## src/rtl/mc_ctrl_sequencer.sv

```systemverilog
// Multi-cycle FETCH/DECODE/EXECUTE/MEMORY/WRITEBACK control sequencer with trap, flush, stall and hart interleaving.
// Define SM_PERF_CNT_EN to build the cycle/instret performance counters; otherwise those ports read zero.
module mc_ctrl_sequencer #(
    parameter int NUM_HARTS   = 1,
    parameter int TIMEOUT_W   = 8,
    parameter int TIMEOUT_MAX = 200,
    parameter int HART_W      = (NUM_HARTS > 1) ? $clog2(NUM_HARTS) : 1
) (
    input  logic                 clk,
    input  logic                 rst_n,
    input  logic                 step_done_i,
    input  logic [6:0]           opcode_i,
    input  logic                 stall_i,
    input  logic                 flush_i,
    input  logic [NUM_HARTS-1:0] hart_en_i,
    output logic [2:0]           now_state_o,
    output logic [2:0]           now_state_d1_o,
    output logic [2:0]           next_state_o,
    output logic [HART_W-1:0]    hart_id_o,
    output logic [TIMEOUT_W-1:0] state_cycles_o,
    output logic                 trap_o,
    output logic [1:0]           trap_cause_o,
    output logic                 retire_o,
    output logic [31:0]          cycle_cnt_o,
    output logic [31:0]          instret_cnt_o
);

    localparam logic [2:0] S_FETCH     = 3'd0;
    localparam logic [2:0] S_DECODE    = 3'd1;
    localparam logic [2:0] S_EXECUTE   = 3'd2;
    localparam logic [2:0] S_MEMORY    = 3'd3;
    localparam logic [2:0] S_WRITEBACK = 3'd4;
    localparam logic [2:0] S_TRAP      = 3'd5;
    localparam logic [2:0] S_IDLE      = 3'd6;

    localparam logic [1:0] CAUSE_NONE    = 2'd0;
    localparam logic [1:0] CAUSE_ILLEGAL = 2'd1;
    localparam logic [1:0] CAUSE_TIMEOUT = 2'd2;

    localparam logic [6:0] OP_LOAD   = 7'b0000011;
    localparam logic [6:0] OP_STORE  = 7'b0100011;
    localparam logic [6:0] OP_R      = 7'b0110011;
    localparam logic [6:0] OP_I      = 7'b0010011;
    localparam logic [6:0] OP_JAL    = 7'b1101111;
    localparam logic [6:0] OP_JALR   = 7'b1100111;
    localparam logic [6:0] OP_LUI    = 7'b0110111;
    localparam logic [6:0] OP_AUIPC  = 7'b0010111;
    localparam logic [6:0] OP_BRANCH = 7'b1100011;
    localparam logic [6:0] OP_FENCE  = 7'b0001111;
    localparam logic [6:0] OP_SYSTEM = 7'b1110011;

    localparam logic [TIMEOUT_W-1:0] TO_LAST = TIMEOUT_W'(TIMEOUT_MAX - 1);

    logic [2:0]           now_state_q, now_state_d1_q, next_state_d;
    logic [HART_W-1:0]    hart_id_q, hart_id_d;
    logic [TIMEOUT_W-1:0] state_cycles_q;
    logic                 trap_q, trap_d;
    logic [1:0]           trap_cause_q, trap_cause_d;
    logic                 retire_q, retire_d;

    logic                 anyHartEn, isTimeout, advance, completes;
    logic [2:0]           fetchOrIdle;
    logic [1:0]           newCause;
    logic [HART_W-1:0]    lowestHart, rotHart, lowIdx, rotIdx;

    // Lowest enabled hart for leaving IDLE; next enabled hart after the current one for every other FETCH entry.
    always_comb begin
        lowestHart = '0;
        lowIdx     = '0;
        for (int i = NUM_HARTS - 1; i >= 0; i--) begin
            lowIdx = HART_W'(i);
            if (hart_en_i[lowIdx]) lowestHart = lowIdx;
        end
        rotHart = hart_id_q;
        rotIdx  = '0;
        for (int k = NUM_HARTS; k >= 1; k--) begin
            rotIdx = HART_W'((int'(hart_id_q) + k) % NUM_HARTS);
            if (hart_en_i[rotIdx]) rotHart = rotIdx;
        end
    end

    always_comb begin
        anyHartEn    = |hart_en_i;
        isTimeout    = ((now_state_q == S_FETCH) || (now_state_q == S_MEMORY)) &&
                       (state_cycles_q == TO_LAST) && !step_done_i && !stall_i;
        fetchOrIdle  = anyHartEn ? S_FETCH : S_IDLE;
        next_state_d = now_state_q;
        advance      = 1'b0;
        completes    = 1'b0;
        newCause     = CAUSE_NONE;
        if (now_state_q == S_IDLE) begin
            if (!stall_i && anyHartEn) begin
                next_state_d = S_FETCH;
                advance      = 1'b1;
            end
        end else if (flush_i) begin
            next_state_d = fetchOrIdle;
            advance      = 1'b1;
        end else if (!stall_i) begin
            if (isTimeout) begin
                next_state_d = S_TRAP;
                newCause     = CAUSE_TIMEOUT;
                advance      = 1'b1;
            end else if (step_done_i) begin
                advance = 1'b1;
                case (now_state_q)
                    S_FETCH:   next_state_d = S_DECODE;
                    S_DECODE:  next_state_d = S_EXECUTE;
                    S_EXECUTE: begin
                        case (opcode_i)
                            OP_LOAD, OP_STORE: next_state_d = S_MEMORY;
                            OP_R, OP_I, OP_JAL, OP_JALR, OP_LUI, OP_AUIPC:
                                next_state_d = S_WRITEBACK;
                            OP_BRANCH, OP_FENCE, OP_SYSTEM: begin
                                next_state_d = fetchOrIdle;
                                completes    = 1'b1;
                            end
                            default: begin
                                next_state_d = S_TRAP;
                                newCause     = CAUSE_ILLEGAL;
                            end
                        endcase
                    end
                    S_MEMORY: begin
                        if (opcode_i == OP_STORE) begin
                            next_state_d = fetchOrIdle;
                            completes    = 1'b1;
                        end else begin
                            next_state_d = S_WRITEBACK;
                        end
                    end
                    S_WRITEBACK: begin
                        next_state_d = fetchOrIdle;
                        completes    = 1'b1;
                    end
                    S_TRAP:  next_state_d = fetchOrIdle;
                    default: next_state_d = S_IDLE;
                endcase
            end
        end
    end

    // Pulses and the trap cause are registered so they line up with the state they describe.
    always_comb begin
        retire_d     = completes && (next_state_d == S_FETCH);
        trap_d       = advance && (next_state_d == S_TRAP);
        trap_cause_d = trap_cause_q;
        if (advance) begin
            if (next_state_d == S_TRAP)      trap_cause_d = newCause;
            else if (now_state_q == S_TRAP)  trap_cause_d = CAUSE_NONE;
        end
        hart_id_d = hart_id_q;
        if (advance && (next_state_d == S_FETCH)) begin
            hart_id_d = (now_state_q == S_IDLE) ? lowestHart : rotHart;
        end
    end

    always_ff @(posedge clk or negedge rst_n) begin
        if (!rst_n) begin
            now_state_q    <= S_IDLE;
            now_state_d1_q <= S_IDLE;
            hart_id_q      <= '0;
            state_cycles_q <= '0;
            trap_q         <= 1'b0;
            trap_cause_q   <= CAUSE_NONE;
            retire_q       <= 1'b0;
        end else begin
            now_state_q    <= next_state_d;
            now_state_d1_q <= now_state_q;
            hart_id_q      <= hart_id_d;
            trap_q         <= trap_d;
            trap_cause_q   <= trap_cause_d;
            retire_q       <= retire_d;
            if (advance) begin
                state_cycles_q <= '0;
            end else if (!stall_i && (state_cycles_q != '1)) begin
                state_cycles_q <= state_cycles_q + TIMEOUT_W'(1);
            end
        end
    end

`ifdef SM_PERF_CNT_EN
    logic [31:0] cycle_cnt_q, instret_cnt_q;

    always_ff @(posedge clk or negedge rst_n) begin
        if (!rst_n) begin
            cycle_cnt_q   <= '0;
            instret_cnt_q <= '0;
        end else begin
            cycle_cnt_q   <= cycle_cnt_q + 32'd1;
            instret_cnt_q <= instret_cnt_q + {31'd0, retire_q};
        end
    end

    assign cycle_cnt_o   = cycle_cnt_q;
    assign instret_cnt_o = instret_cnt_q;
`else
    assign cycle_cnt_o   = 32'd0;
    assign instret_cnt_o = 32'd0;
`endif

    assign now_state_o    = now_state_q;
    assign now_state_d1_o = now_state_d1_q;
    assign next_state_o   = next_state_d;
    assign hart_id_o      = hart_id_q;
    assign state_cycles_o = state_cycles_q;
    assign trap_o         = trap_q;
    assign trap_cause_o   = trap_cause_q;
    assign retire_o       = retire_q;

endmodule
```

## config.mk

```make
export PLATFORM = sky130hd
export DESIGN_NAME = mc_ctrl_sequencer
export DESIGN_NICKNAME = d
export VERILOG_FILES = /design/src/rtl/mc_ctrl_sequencer.sv
export SDC_FILE = /design/constraint.sdc
export NUM_CORES = 1
export LEC_CHECK = 0
export ABC_AREA = 1
export CORE_ASPECT_RATIO = 1.2
export CORE_MARGIN = 4
export CORE_UTILIZATION = 38
export CTS_CLUSTER_DIAMETER = 80
export DETAILED_ROUTE_END_ITERATION = 8
export PLACE_DENSITY = 0.9
export RECOVER_POWER = 50
export SLEW_MARGIN = 40
export SYNTH_ARGS = -nofsm -noshare
export SYNTH_HDL_FRONTEND = slang
export SYNTH_SLANG_ARGS = --single-unit
```

## constraint.sdc

```tcl
create_clock -name clk -period 2.3 [get_ports clk]
set_clock_uncertainty 0.1 [all_clocks]
set_input_delay 0.46 -clock clk [delete_from_list [all_inputs] [get_ports clk]]
set_output_delay 0.46 -clock clk [all_outputs]
set_load 0.005 [all_outputs]
```

==> metrics list <==
* DRC viols: 0
- Final #Nets: 333
- The synthesized netlist devotes around 8.4% of its cell area to compound gates.
- The checks that failed: setup timing.
- Most common cell after layout, fill and taps aside: sky130_fd_sc_hd__conb_1
- Multiplexer cells account for 0% of the synthesized area.
* Reported leakage power: between 1 and 1.5 nW
- Static timing analysis puts the maximum clock frequency at 428 MHz.
- The worst setup path is captured at an output pin.
- Of all nets on the critical path, the largest fanout is 4.
- Overall fraction of global-route tracks in use: 15.0%
- Port buffer count: 33
- The run finished, with violations left.
- Clock period minus final worst setup slack: roughly 2.3 ns
- Critical Path Sink: next_state_o[0]
- Cell types occupying the most area after synthesis: sky130_fd_sc_hd__buf_4 29%, sky130_fd_sc_hd__dfrtp_1 21%, sky130_fd_sc_hd__nand2_1 7.3%
- Area enclosed by the die boundary: between 5000 and 6000 um2
- After synthesis, the mean cell area works out to between 7 and 8 um2.
- Antenna violations before repair: 0
- Overall overflow remaining after global route: 0
* Post-detailed-route count of antenna-violating nets: 0
- Number of cells traversed by the worst register-to-register path: 13
- Number of enable flip-flop cells after synthesis: 0
- For this design the ratio of total power to cell area is 535 nW/um2.
- Summing all multi-input logic gate instances after layout gives roughly 1000 um2.
* Hold slack: slightly above 0.4 ns
- First-pass GRT wire length: slightly below 7000 um
- Worst setup timing slack at the placement stage: -0.810 ns
- Weighted congestion reported at the end of routability-driven placement: between 0.8 and 0.9
- Post-synthesis cell count: between 200 and 250
- The root buffer cell chosen for the clock tree is sky130_fd_sc_hd__clkbuf_8.
* IO Count: 99
- The synthesized netlist devotes less than 1% of its cell area to adder and majority cells.
- In this run the worst setup path begins at now_state_o[0]$_DFF_PN0_.
- Clock tree from TritonCTS: done
* Number of sinks handled by clock tree synthesis: 18
- Max-cap violations in this run came to 0.
- Fraction of synthesized cell area in xor and xnor cells: under 10%
* Die Y-Extent: roughly 81 um
- Setup slack on the worst reg-to-reg path comes out at approximately 0.37 ns.
- Relative area change from synthesis to final layout: 37.4%
- Core Rows: 26
- Vias in the first global route: 1651
- Cell type with the highest aggregate area in the netlist: sky130_fd_sc_hd__buf_4
- The critical path is of the register to output pin type.
- The number of pins exceeding their max-slew limit in the final report came to 0.
* Most used cells in the layout excluding fill and tap cells: 65 x sky130_fd_sc_hd__conb_1, 49 x sky130_fd_sc_hd__buf_4, 22 x sky130_fd_sc_hd__nand2_1, 22 x sky130_fd_sc_hd__inv_1, 20 x sky130_fd_sc_hd__clkdlybuf4s50_1
* Sort of element at the start of the critical path: register
- Measured on the finished design, the core utilization comes to between 50 and 60%.
- For this block, the initial DRC count from the detailed router was between 60 and 70.
* Pin count of the biggest net entering global routing: 19
- After synthesis, the netlist uses 32 different library cells.
- # setup viols final: 2
- Number of register bits inferred by synthesis: 18
- Share of the synthesized area in the top cell type: between 20% and 30%
* Max H-tree Level: 1
- The number of antenna diodes in the final layout is 0.
- For this run, the detailed router's first-pass iteration total came to 4.
- Cells with a size suffix above 1 make up around 36% of the layout.
- Path category of the worst min-delay check: register to register
* Required time at the worst-slack endpoint: approximately 1.7 ns
* Clock transition at path regs: around 0.060 ns
- After detailed routing, the average wire length per cell comes to around 12 um.
- Post-synthesis simple-gate area fraction: a little over a quarter
- Total length of routed wires: approximately 4600 um
- Combined flip-flop and latch cell area: about 460 um2
* Final hold vios: 0
* TritonCTS Buffers: 3
- Dominant synthesized flop cell: sky130_fd_sc_hd__dfrtp_1
- The filler cells instantiated in the layout total approximately 390.
* Area of the placeable core: between 4000 and 5000 um2
* Final HPWL DP: 3230 um
- The die is 69.1 um wide.
- Later-pin clock latency in the skew report: roughly 0.26 ns
- At the worst endpoint, the arrival time is about 1.8 ns.
- Dividing the final minimum period by the clock period gives 101%.
* Share of synthesized area occupied by flip-flops and latches: a little over a quarter
- Across all layers, the routed design uses approximately 1.7k vias.
- In this run the critical register-to-register path is captured at trap_cause_o[1]$_DFFE_PN0P_.
- Dominant combinational cell family by area after synthesis: buffers and inverters
* Mapped Area: 1700 um2
* Clk buf depth: 2
- Yosys printed 0 warnings.
* Effective utilization at floorplan: between 30% and 40%
- Post-layout worst setup margin: -0.0337 ns
- Buffers inserted to repair hold after CTS numbered 0.
- In this run the critical register-to-register path is launched from now_state_o[0]$_DFF_PN0_.
- Of all flip-flops after synthesis, the portion carrying an async set or reset was 100%.
- Highest ir drop seen on vdd: between 0.0002 and 0.0003 V
* Setup repair after global routing missed its margin: yes
- Via-to-Cell Ratio: ~4.5
[cell usage after synthesis (all sizes together) (2+ instances only)]
cell type,count
nand3b,3
xor2,3
nor2,22
nor3,6
nand4,4
dfstp,4
o21ai,4
a21oi,9
o21bai,2
dfrtp,14
nand2,41
nand3,16
inv,30
buf,65
[power breakdown]
| group | internal (W) | total, W | switching [W] |
|---|---|---|---|
| clock | 0.000123 | 0.000231 | 0.000107 |
| sequential | 0.000375 | 0.000405 | 0.0000301 |
| combinational | 0.000304 | 0.000616 | 0.000312 |
| total | 0.000802 | 0.00125 | 0.000449 |
[worst max-delay path, cell delays in order, from the launching register on]
cell	delay [ns]
sky130_fd_sc_hd__dfrtp_1	0.44
sky130_fd_sc_hd__nor2_1	0.20
sky130_fd_sc_hd__nand2_2	0.09
sky130_fd_sc_hd__buf_4	0.13
sky130_fd_sc_hd__buf_4	0.12
sky130_fd_sc_hd__nand2_1	0.07
sky130_fd_sc_hd__inv_1	0.06
sky130_fd_sc_hd__nand2_2	0.06
sky130_fd_sc_hd__nand2_2	0.05
sky130_fd_sc_hd__a21oi_2	0.17
sky130_fd_sc_hd__buf_2	0.14
[logic make-up after synthesis]
| group | after synthesis |
|---|---|
| adder cells (fa/ha/maj) | 1 |
| other | 1 |
| AND/OR/NAND/NOR | 94 |
| XOR/XNOR | 3 |
| flip-flops | 18 |
| buffers and inverters | 95 |
| AO/OA/AOI/OAI | 20 |
[metal layers]
layer  global-route usage, %  vias up  wire [um]
met2                    29.6      112       2490
met3                    4.58       27        394
met1                    13.4      766       1480
met4                    8.79        0        193
met5                       0        -          0
li1                        -      778          -
[stage by stage]
stage,instances,total power (W),area (um2),TNS [ns]
finish,374,0.00125,2340,-0.0626
global route,374,0.00133,2340,-0.233
floorplan,296,0.000720,1940,0
detailed placement,357,0.000957,2130,-2.19
CTS,373,0.00123,2320,-0.0135
global placement,357,0.000940,2130,-1.86
[state kept, by name, summed over array words and instances (netlist names)]
register,count
trap_o,1
trap_cause_o,2
now_state_d1_o,3
now_state_o,3
retire_o,1
state_cycles_o,8
[cell type report]
class	count	area share, %
Multi-Input combinational cell	183	42.3
Inverter	30	4.82
Sequential cell	18	19.5
Clock buffer	4	1.93
Timing Repair Buffer	83	28.5
Tap cell	56	3.00
[worst min path at each step]
stage	from	to	slack, ns	cells past startpoint
6_report	trap_cause_o[0]$_DFFE_PN0P_	trap_cause_o[0]$_DFFE_PN0P_	0.41	2
5_1_grt	now_state_o[2]$_DFF_PN1_	now_state_d1_o[2]$_DFF_PN1_	0.44	1
4_1_cts	trap_cause_o[0]$_DFFE_PN0P_	trap_cause_o[0]$_DFFE_PN0P_	0.42	2
3_5_place_dp	trap_cause_o[0]$_DFFE_PN0P_	trap_cause_o[0]$_DFFE_PN0P_	0.40	2
3_3_place_gp	trap_cause_o[0]$_DFFE_PN0P_	trap_cause_o[0]$_DFFE_PN0P_	0.40	2
2_1_floorplan	rst_n	now_state_d1_o[0]$_DFF_PN0_	0.06	0
[what timing repair did]
action | in CTS | in global routing
setup buffers | 12 | 1
pin swaps | 14 | 13
endpoints found under the setup margin | 3 | 3
resized for setup | 49 | 21
No activity file was read; power rests on OpenSTA's default activity.
